--- config.mk ---
export PLATFORM = sky130hd
export DESIGN_NAME = i2c_bus_arbiter
export DESIGN_NICKNAME = d
export VERILOG_FILES = /design/src/rtl/i2c_bus_arbiter.sv
export SDC_FILE = /design/constraint.sdc
export NUM_CORES = 1
export LEC_CHECK = 0
export CAP_MARGIN = 20
export CORE_AREA = 5 5 79 81
export CTS_CLUSTER_SIZE = 30
export DETAILED_ROUTE_END_ITERATION = 8
export DIE_AREA = 0 0 84 86
export GPL_ROUTABILITY_DRIVEN = 0
export PLACE_DENSITY = 0.86
export SYNTH_ARGS = -nofsm -noshare
export SYNTH_HDL_FRONTEND = slang
export SYNTH_SLANG_ARGS = --single-unit
export TNS_END_PERCENT = 10
--- constraint.sdc ---
create_clock -name clk -period 2.2 [get_ports clk]
set_input_delay 0.44 -clock clk [delete_from_list [all_inputs] [get_ports clk]]
set_output_delay 0.44 -clock clk [all_outputs]
set_load 0.05 [all_outputs]
--- src/rtl/i2c_bus_arbiter.sv ---
// Round-robin arbiter sharing one I2C master between two requesters.
// Latches the winner's command, issues a start pulse and guards completion with a watchdog.
module i2c_bus_arbiter #(
  parameter int TIMEOUT_CYCLES = 4096,
  parameter int TW             = 13
) (
  input  logic        clk,
  input  logic        reset,
  input  logic [1:0]  req,
  input  logic [13:0] req_addr,
  input  logic [1:0]  req_rw,
  input  logic [15:0] req_wdata,
  output logic [1:0]  gnt,
  output logic [1:0]  done,
  output logic [7:0]  rdata,
  output logic        nack,
  output logic        tmo,
  output logic        interupt,
  input  logic        irq_clr,
  output logic        m_start,
  output logic [6:0]  m_addr,
  output logic        m_rw,
  output logic [7:0]  m_wdata,
  input  logic        m_busy,
  input  logic        m_done,
  input  logic [7:0]  m_rdata,
  input  logic        m_nack
);

  typedef enum logic [1:0] {
    S_IDLE  = 2'd0,
    S_ISSUE = 2'd1,
    S_WAIT  = 2'd2,
    S_DONE  = 2'd3
  } state_t;

  localparam logic [TW-1:0] WD_LAST = TW'(TIMEOUT_CYCLES - 1);

  state_t        r_state;
  logic          r_ptr;
  logic          r_sel;
  logic [TW-1:0] r_wd;
  logic          w_pick;

  // Pointer's requester wins if it is asking, otherwise the other one gets the bus.
  always_comb begin
    w_pick = r_ptr;
    if (!req[r_ptr]) w_pick = ~r_ptr;
  end

  always_ff @(posedge clk or negedge reset) begin
    if (!reset) begin
      r_state  <= S_IDLE;
      r_ptr    <= 1'b0;
      r_sel    <= 1'b0;
      r_wd     <= '0;
      gnt      <= 2'b00;
      done     <= 2'b00;
      rdata    <= 8'h00;
      nack     <= 1'b0;
      tmo      <= 1'b0;
      interupt <= 1'b0;
      m_start  <= 1'b0;
      m_addr   <= 7'h00;
      m_rw     <= 1'b0;
      m_wdata  <= 8'h00;
    end else begin
      done    <= 2'b00;
      m_start <= 1'b0;

      // An error being reported this cycle takes precedence over a clear request.
      if ((r_state == S_DONE) && (nack || tmo)) begin
        interupt <= 1'b1;
      end else if (irq_clr) begin
        interupt <= 1'b0;
      end

      unique case (r_state)
        S_IDLE: begin
          if (req != 2'b00) begin
            r_sel   <= w_pick;
            gnt     <= w_pick ? 2'b10 : 2'b01;
            m_addr  <= w_pick ? req_addr[13:7] : req_addr[6:0];
            m_rw    <= req_rw[w_pick];
            m_wdata <= w_pick ? req_wdata[15:8] : req_wdata[7:0];
            r_state <= S_ISSUE;
          end
        end

        S_ISSUE: begin
          if (!m_busy) begin
            m_start <= 1'b1;
            r_wd    <= '0;
            r_state <= S_WAIT;
          end
        end

        S_WAIT: begin
          // A completion landing on the last watchdog cycle still counts as success.
          if (m_done) begin
            if (m_rw) rdata <= m_rdata;
            nack    <= m_nack;
            tmo     <= 1'b0;
            done    <= r_sel ? 2'b10 : 2'b01;
            r_state <= S_DONE;
          end else if (r_wd == WD_LAST) begin
            tmo     <= 1'b1;
            nack    <= 1'b0;
            done    <= r_sel ? 2'b10 : 2'b01;
            r_state <= S_DONE;
          end else begin
            r_wd <= r_wd + 1'b1;
          end
        end

        S_DONE: begin
          gnt     <= 2'b00;
          r_ptr   <= ~r_sel;
          r_state <= S_IDLE;
        end

        default: r_state <= S_IDLE;
      endcase
    end
  end

endmodule

==> flow_summary.yaml, run 1 <==
yosys:
  netlist_area_sq_um: 2360
  synth_edf_count: 0
  ys_async_sr_fraction_pct: 100
  synth_seq_area_share_pct: 51.9
  synth.top_cell.area_share_pct: 51.9
  ys_warn_count: 0
  synth_common_cells: "dfrtp_1, a21o_1, a22o_1"
  ys_ff_latch: 49
  ys.flop_type: "dfrtp_1"
  syn-instance-count: 214
  yosys.area.top_type: "dfrtp_1"
  syn-num-nets: 268
  synthDistinctLibCells: 41
  synth_most_common_cell: "dfrtp_1"
  syn_avg_cell_area_sq_um: 11.0
  synthTopCellsByArea: "dfrtp_1, a22o_1, a21o_1"
setup_path:
  r2r_cells: 7
  crit_buf_inv: 2
  crit_path_end_kind: "flop"
  cp_cell_sequence: "inv_1 > ha_2 > buf_6 > nor2_1 > or4b_2 > o211ai_1 > o31ai_1"
  worstSetupPathDepth: 7
  path_class: "reg -> reg"
  crit_slowest_cell: "or4b_2"
  path_delay_family: "simple AND/OR/NAND/NOR gates"
  worst-path-max-fanout: 12
  max_stage_delay_ns: 0.64
  required_ns: 2.39
  arrival_ns: 2.27
  startpoint_type: "flop"
cts:
  cts.repair.resized: 0
  htreeDepth: 2
  cts_tree: "done"
  clkTransAtPathRegs_ns: 0.09
  cts.sinks: 49
  numCtsBuffers: 5
  clockBufferDepth: 2
  clk_latency_ns: 0.30
  post-cts-setup-buffers: 0
  ctsHoldBuffers: 0
  clockRootBuffer: "clkbuf_8"
floorplanning:
  die_h_microns: 86
  pin_count: 80
  fp.dieW_microns: 84
  dieArea_sq_um: 7220
  start_util_pct: 43.7
  core.rowCount: 27
  core_sq_um: 5410
timing:
  finalWorstSetupSlack_ns: 0.121
  relSlewSlack_pct: 59.4
  final.setup.tns_ns: 0
  finalHoldViolations: 0
  worstMarginPinSlew_ns: 0.607
  rsz0062_at_grt: "no"
  finalCritPeriodShare_pct: 94.5
  fin_hold_ws_ns: 0.0387
  slew_viol_final: 0
  min_period_ns: 2.08
  finClkSkew_ns: 0.00612
  fmax_mhz: 481
  setup-violations-final: 0
cells_and_area:
  syn_to_final_growth_pct: 45.3
  final_nets: 360
  n_antenna_cell: 0
  drive_above_1_share_pct: 12.4
  fillers: 435
  final_cells: 379
grt:
  grt.met2_usage_pct: 29.6
  globalRouteTotalUtil_pct: 17.8
  grt_pass1_wl_mm: 10.5
  grt_pass1_vias: 2183
  grt_start_max_net_pins: 19
  met3_usage_pct: 4.42
  use_met1_pct: 23.4
  busiest_layer: "met2"
  overflow: 0
  antenna_found_initial: 0
pwr:
  p_per_area_nw_per_um2: 1420
  ir_drop_mv: 1.00
  leakage_uw: 0.00155
drt:
  wl_per_cell_microns: 16.7
  wl_mm: 6.33
  via_per_inst: 5.52
  drt_pass1_iterations: 4
  drt_iter0_drc: 241
  drtAntennaViolNets: 0
  drc_errors: 0
  vias: 2091
placement:
  dp.final_hpwl_mm: 4.83
  numPortBuffers: 79
  dp_slack_ns: -0.175
  place_inst: 369
worst_hold_path:
  holdCritPathClass: "in -> async"
status:
  status: "finished clean"
job:
  cap_violations: 0
[worst reg2reg max path, cell delays in order (launching register included)]
cell and delay [ns]:
dfrtp_1 0.44, inv_1 0.12, ha_2 0.24, buf_6 0.16, nor2_1 0.06, or4b_2 0.64
o211ai_1 0.22, o31ai_1 0.10
[per-layer routing]
| metal | vias to the layer above | share of wire, % | wire length, microns |
|---|---|---|---|
| met5 | - | 0 | 0 |
| met4 | 0 | 1.2 | 76 |
| met3 | 10 | 7.2 | 458 |
| met2 | 79 | 49 | 3110 |
| met1 | 1016 | 42 | 2680 |
| li1 | 986 | - | - |
[through the flow]
stage	instance area, sq um	util [%]	power [uW]
finish	3430	63.5	4880
global route	3430	63.5	5160
CTS	3400	62.9	4860
detailed placement	3290	60.9	4190
global placement	3290	60.9	4110
floorplan	2360	-	3230
[flip-flops by register name, indices dropped and copies added (netlist names), 2 cells and up]
register,count
r_state,2
m_wdata,8
gnt,2
done,2
rdata,8
m_addr,7
r_wd,13
[power breakdown]
part	internal, uW	switching (uW)
registers	1220	219
clock network	342	315
logic	1080	1700
total	2650	2230
[worst paths after layout]
check | from | end | slack [ns]
max in group asynchronous | reset | r_state[1]$_DFFE_PN0P_ | 1.59
min in group clk | r_wd[0]$_DFFE_PN0P_ | r_wd[0]$_DFFE_PN0P_ | 0.51
hold / removal | reset | r_wd[6]$_DFFE_PN0P_ | 0.04
setup / recovery | r_state[0]$_DFFE_PN0P_ | r_wd[6]$_DFFE_PN0P_ | 0.12
setup reg to reg | r_state[0]$_DFFE_PN0P_ | r_wd[6]$_DFFE_PN0P_ | 0.12
hold reg to reg | r_wd[0]$_DFFE_PN0P_ | r_wd[0]$_DFFE_PN0P_ | 0.51
[logic make-up after synthesis]
| logic type | count (synthesis) | share of synthesized area [%] |
|---|---|---|
| AOI/OAI and AO/OA | 76 | 23.7 |
| muxes | 10 | 4.71 |
| buffers and inverters | 16 | 2.86 |
| adders and majority gates | 6 | 3.18 |
| and+or+nand+nor | 57 | 13.7 |
| DFF | 49 | 51.9 |
[final cells by class]
| cell class | count | area (sq um) | area share [%] |
|---|---|---|---|
| sequential | 49 | 1230 | 35.7 |
| clock buffer | 6 | 72.6 | 2.11 |
| clock inverter | 2 | 38.8 | 1.13 |
| inverter | 8 | 30.0 | 0.875 |
| multi-input combinational | 149 | 1080 | 31.4 |
| timing repair buffer | 93 | 898 | 26.2 |
| tap | 72 | 90.1 | 2.62 |
[cell usage in the layout, fill, tap and decap left out, types with 5 or more instances in the layout]
cell type,instances
a21o_1,17
a22o_1,16
buf_4,12
clkbuf_8,5
clkdlybuf4s50_1,78
dfrtp_1,49
ha_1,5
inv_1,8
mux2_2,8
nand2_1,9
nand3_1,9
nor2_1,11
o21ai_0,10
o31ai_1,8
Note: power is estimated with default switching activity, not from simulation.
==> inputs of run 2 (changes only) <==
Settings changed: CAP_MARGIN 20 to unset, CORE_AREA 5 5 79 81 to 5 5 95 97, DIE_AREA 0 0 84 86 to 0 0 100 102, PLACE_DENSITY 0.86 to 0.65, SETUP_SLACK_MARGIN set to 0.2.
==> flow_summary.yaml, run 2 (synthesis results as in run 1) <==
grt:
  grt_start_max_net_pins: 28
  grt_pass1_wl_mm: 10.3
  antenna_found_initial: 0
  grt_pass1_vias: 2152
  overflow: 0
  globalRouteTotalUtil_pct: 12.5
drt:
  drtAntennaViolNets: 0
  via_per_inst: 5.00
  wl_per_cell_microns: 15.5
  vias: 2073
  wl_mm: 6.43
  drc_errors: 0
  drt_pass1_iterations: 4
  drt_iter0_drc: 65
pwr:
  ir_drop_mv: 0.878
  p_per_area_nw_per_um2: 1370
  total_power_uw: 4820
  leakage_uw: 0.00156
placement:
  placed_area_sq_um: 3370
  dp.final_hpwl_mm: 4.79
  numPortBuffers: 79
setup_path:
  path_delay_family: "buffers and inverters"
  max_stage_delay_ns: 0.83
  cp_cell_sequence: "clkdlybuf4s50_1"
  crit_path_end_kind: "output port"
  required_ns: 1.76
  startpoint_type: "flop"
  crit_slowest_cell: "clkdlybuf4s50_1"
  crit_buf_inv: 1
  path_class: "reg -> out"
  regToRegSetupSlack_ns: 0.25
  worst-path-max-fanout: 3
  arrival_ns: 1.53
job:
  cap_violations: 0
floorplanning:
  dieArea_sq_um: 10200
  core.rowCount: 33
  core_sq_um: 8050
  die_h_microns: 102
  pin_count: 80
  start_util_pct: 29.3
  fp.dieW_microns: 100
cells_and_area:
  drive_above_1_share_pct: 15.5
  regMostFlops: "r_wd"
  fillers: 788
  final_cell_mix: "clkdlybuf4s50_1, dfrtp_1, a21o_1"
  ff_latch_area_sq_um: 1230
  final_common_cell: "clkdlybuf4s50_1"
  syn_to_final_growth_pct: 49.0
  largest_registers: "r_wd: 13 flops, m_wdata: 8 flops, rdata: 8 flops"
  n_antenna_cell: 0
  multi_input_area_sq_um: 1100
  largest_reg_flops: 13
  final_nets: 363
  fin_area_sq_um: 3520
timing:
  finClkSkew_ns: 0.0127
  setup-violations-final: 0
  min_period_ns: 1.97
  rsz0062_at_grt: "yes"
  worstMarginPinSlew_ns: 0.698
  relSlewSlack_pct: 53.4
  slew_viol_final: 0
  finalCritPeriodShare_pct: 89.5
  finalHoldViolations: 0
  fmax_mhz: 508
cts:
  htreeDepth: 2
  clk_latency_ns: 0.31
  clockRootBuffer: "clkbuf_8"
  clkTransAtPathRegs_ns: 0.10
  ctsHoldBuffers: 0
  cts_tree: "done"
  clockBufferDepth: 2
  cts.sinks: 49
  numCtsBuffers: 5
worst_hold_path:
  holdCritPathClass: "in -> async"
status:
  status: "finished clean"
-- run 2: cell types whose count changed in the layout (fill, tap and decap cells not counted), sizes merged --
cell and delta:
buf +3, inv +1, bufinv -1
-- run 2: power by group --
group          internal, uW  switching (uW)  leakage, uW  total [uW]
logic                  1100            1690     0.000884        2790
registers              1230             223     0.000627        1450
clock network           262             322    0.0000518         584
total                  2580            2230      0.00156        4820
-- run 2: stage by stage --
step | TNS (ns) | cells | setup slack [ns] | hold slack [ns] | util (%)
4_1_cts | 0 | 413 | 0.152 | 0.113 | 43.1
2_1_floorplan | 0 | 214 | 0.298 | 0.144 | -
6_report | 0 | 415 | 0.231 | 0.0949 | 43.7
3_3_place_gp | -0.122 | 405 | -0.00968 | 0.463 | 41.8
5_1_grt | 0 | 415 | 0.162 | 0.137 | 43.7
3_5_place_dp | -0.683 | 405 | -0.0510 | 0.465 | 41.8
-- run 2: area by class of cell --
type / count / area share [%]
clock buffers: 6 / 2.35
clock inverters: 2 / 0.498
inverters: 8 / 0.853
multi-input cells: 149 / 31.3
flip-flops and latches: 49 / 34.9
well taps: 105 / 3.73
repair buffers: 96 / 26.4
-- run 2: repair_timing --
item	in CTS	in global routing
endpoints found under the setup margin	17	22
resized for setup	1	9
buffers inserted	0	2
pin swaps	0	2
-- run 2: worst paths after layout --
kind / end / cells after the start / start
worst max register to register: r_state[1]$_DFFE_PN0P_ / 5 / r_wd[0]$_DFFE_PN0P_
max in group asynchronous: r_wd[8]$_DFFE_PN0P_ / 2 / reset
worst max-delay path: m_rw / 1 / m_rw$_DFFE_PN0P_
worst min register to register: rdata[1]$_DFFE_PN0P_ / 1 / rdata[1]$_DFFE_PN0P_
worst min-delay path: interupt$_DFFE_PN0P_ / 1 / reset
min in group clk: rdata[1]$_DFFE_PN0P_ / 1 / rdata[1]$_DFFE_PN0P_
-- run 2: per-layer routing --
layer | routed length, microns | up-vias | GRT usage [%] | share of wire (%)
li1 | - | 1000 | - | -
met1 | 2980 | 1001 | 16.5 | 46
met2 | 2950 | 63 | 19.8 | 46
met4 | 94 | 0 | 3.73 | 1.5
met3 | 410 | 9 | 3.96 | 6.4
met5 | 0 | - | 0 | 0
==> RTL change, RTL diff (settings of run 2) <==
Encoding of `state_t`: now one-hot (4 bits for 4 states).
--- a/src/rtl/i2c_bus_arbiter.sv
+++ b/src/rtl/i2c_bus_arbiter.sv
@@ -27,11 +27,11 @@
   input  logic        m_nack
 );
 
-  typedef enum logic [1:0] {
-    S_IDLE  = 2'd0,
-    S_ISSUE = 2'd1,
-    S_WAIT  = 2'd2,
-    S_DONE  = 2'd3
+  typedef enum logic [3:0] {
+    S_IDLE  = 4'b0001,
+    S_ISSUE = 4'b0010,
+    S_WAIT  = 4'b0100,
+    S_DONE  = 4'b1000
   } state_t;
 
   localparam logic [TW-1:0] WD_LAST = TW'(TIMEOUT_CYCLES - 1);
Function: no difference found for any inputs over 10 cycles, from zero or initial values and one cycle with reset low; not proved beyond that.
==> RTL change against run 2 <==
Setup slack worse by 53 ps. Non-clock buffer count is 3 lower. Synthesized area up 4.1%. Power shrank 7.9%. Wire length decreased by 4.8%. Global-route usage is 0.24 points higher. Sequential cell count grew 2. Via count rose by 2.1%. Cell area grew 2.3%. Synthesized cell count increased by 7.5%. Combinational power decreased by 16%. Largest power group unchanged.
==> RTL change: results (changes against run 2) <==
Final HPWL DP=4550 um (-5.0%); CTS Buf Count=5 (unchanged); DRT Wirelength=6120 um (-4.8%); slowest CP cell=clkdlybuf4s50_1; worst reg2reg setup slack=between 200 and 300 ps; drt initial violations=69 (+6.2%); Fillers=789 (+0.13%); Hold WC Path Type=in -> async; drt pass-1 iters=7 (+3); Clock H-tree levels=2 (unchanged); Nets=369 (+1.7%); Syn Area/Cell=10.7 um2 (-3.2%); maximum clock path buffer count=2 (unchanged); CP Launch Point=m_busy; critical path peak fanout=4 (+1); vias per inst=4.97 (-0.51%); Total GRT Usage=12.7% (+0.24 points); # DRC=0 (unchanged); wire length of the first global-routing pass=10600 um (+2.4%); Largest regs=r_wd x13, m_wdata x8, rdata x8; clk_lat worst skew=310 ps (about the same); r2r startpoint=r_state[2]; Largest delay share family, worst path=compound AO/OA/AOI/OAI gates; nature of the critical path startpoint=input port; Yosys warning count=0 (unchanged); dpl cells=415 (+2.5%); slew at the pin closest to its max-slew limit=546 ps (-152 ps); leakage=1.50 nW (-4.0%); antenna violations before repair=0 (unchanged); Worst-path clk slew=100 ps (about the same); CP endpoint=r_wd[11]; post-route insts no fill=426 (+2.7%); Synth cell types=53 (+29%); Reg2Reg Depth=5 (unchanged); largest net degree at the start of global routing=38 (+36%); fraction of registers with async set/reset=100% (unchanged); top cells by count, synth=dfrtp_1, nor2_1, a21oi_1; layout cell share with drive strength beyond 1=14.0% (-1.5 points); Mapped Nets=279 (+4.1%); top post-synthesis cells by area=dfrtp_1, mux2i_1, a21oi_1, nor2_1, mux2_2; number of inserted diodes=0 (unchanged); root buf cell=clkbuf_8; VDD IR-drop max=0.688 mV (-22%); Crit path largest cell delay=450 ps (-380 ps); vias in the first global route=2194 (+2.0%); Seq/Total Area, Yosys=52.0% (+0.053 points); outcome=finished clean; Worst Skew=6.92 ps (-5.82 ps); I/O Buffers=79 (unchanged); Placed Area=3460 um2 (+2.7%)
-- RTL change: routing by layer --
| metal | routed length (um) | track usage, % | part of all wire [%] |
|---|---|---|---|
| met5 | 0 | 0 | 0 |
| met4 | 119 | 4.87 | 1.9 |
| met3 | 445 | 4.23 | 7.3 |
| met2 | 2850 | 20.1 | 47 |
| met1 | 2710 | 16.3 | 44 |
-- RTL change: cells by family (layout without fill, tap and decap cells) --
group | after synthesis | after routing | synth area share, %
AOI/OAI and AO/OA | 60 | 60 | 16.0
DFF | 51 | 51 | 52.0
adders and majority gates | 1 | 1 | 0.509
muxes | 26 | 26 | 11.0
buffers and inverters | 17 | 108 | 2.85
and+or+nand+nor | 75 | 75 | 17.6
-- RTL change: worst min path at each step --
stage / from / end / slack, ps / depth (start not counted)
2_1_floorplan: reset / done[0] / 140 / 0
3_3_place_gp: reset / r_state[1] / 460 / 1
3_5_place_dp: reset / r_state[1] / 460 / 1
4_1_cts: reset / r_ptr / 120 / 1
5_1_grt: reset / m_wdata[3] / 140 / 1
6_report: reset / m_wdata[3] / 110 / 1
-- RTL change: area by class of cell --
cell class | instances | area, um2 | share of cell area [%]
clock buffers | 7 | 86.3 | 2.40
well taps | 105 | 131 | 3.65
clock inverters | 1 | 8.76 | 0.243
repair buffers | 93 | 931 | 25.8
flip-flops and latches | 51 | 1280 | 35.5
multi-input cells | 162 | 1140 | 31.5
inverters | 7 | 28.8 | 0.799
-- RTL change: power breakdown --
group	switching, mW	internal [mW]	total [mW]
sequential	0.253	1.26	1.51
clock	0.317	0.259	0.576
combinational	1.46	0.887	2.35
-- RTL change: what timing repair did --
action,4_1_cts,5_1_grt
hold buffers,0,0
gates resized for setup,1,6
pin swaps,1,2
buffers inserted,1,2
setup endpoints to repair,9,16
-- RTL change: worst register-to-register path, stage by stage, from the launching register on --
cell      delay (ps)
dfrtp_2          480
or3b_4           430
a211oi_4         310
o21ai_4          110
buf_4            160
a221o_1          340
-- RTL change: per-stage QoR --
stage | setup slack (ps) | total power, mW
finish | 178 | 4.44
global route | 147 | 4.71
CTS | 158 | 4.47
detailed placement | -52.4 | 3.87
global placement | 4.37 | 3.84
floorplan | 348 | 3.00
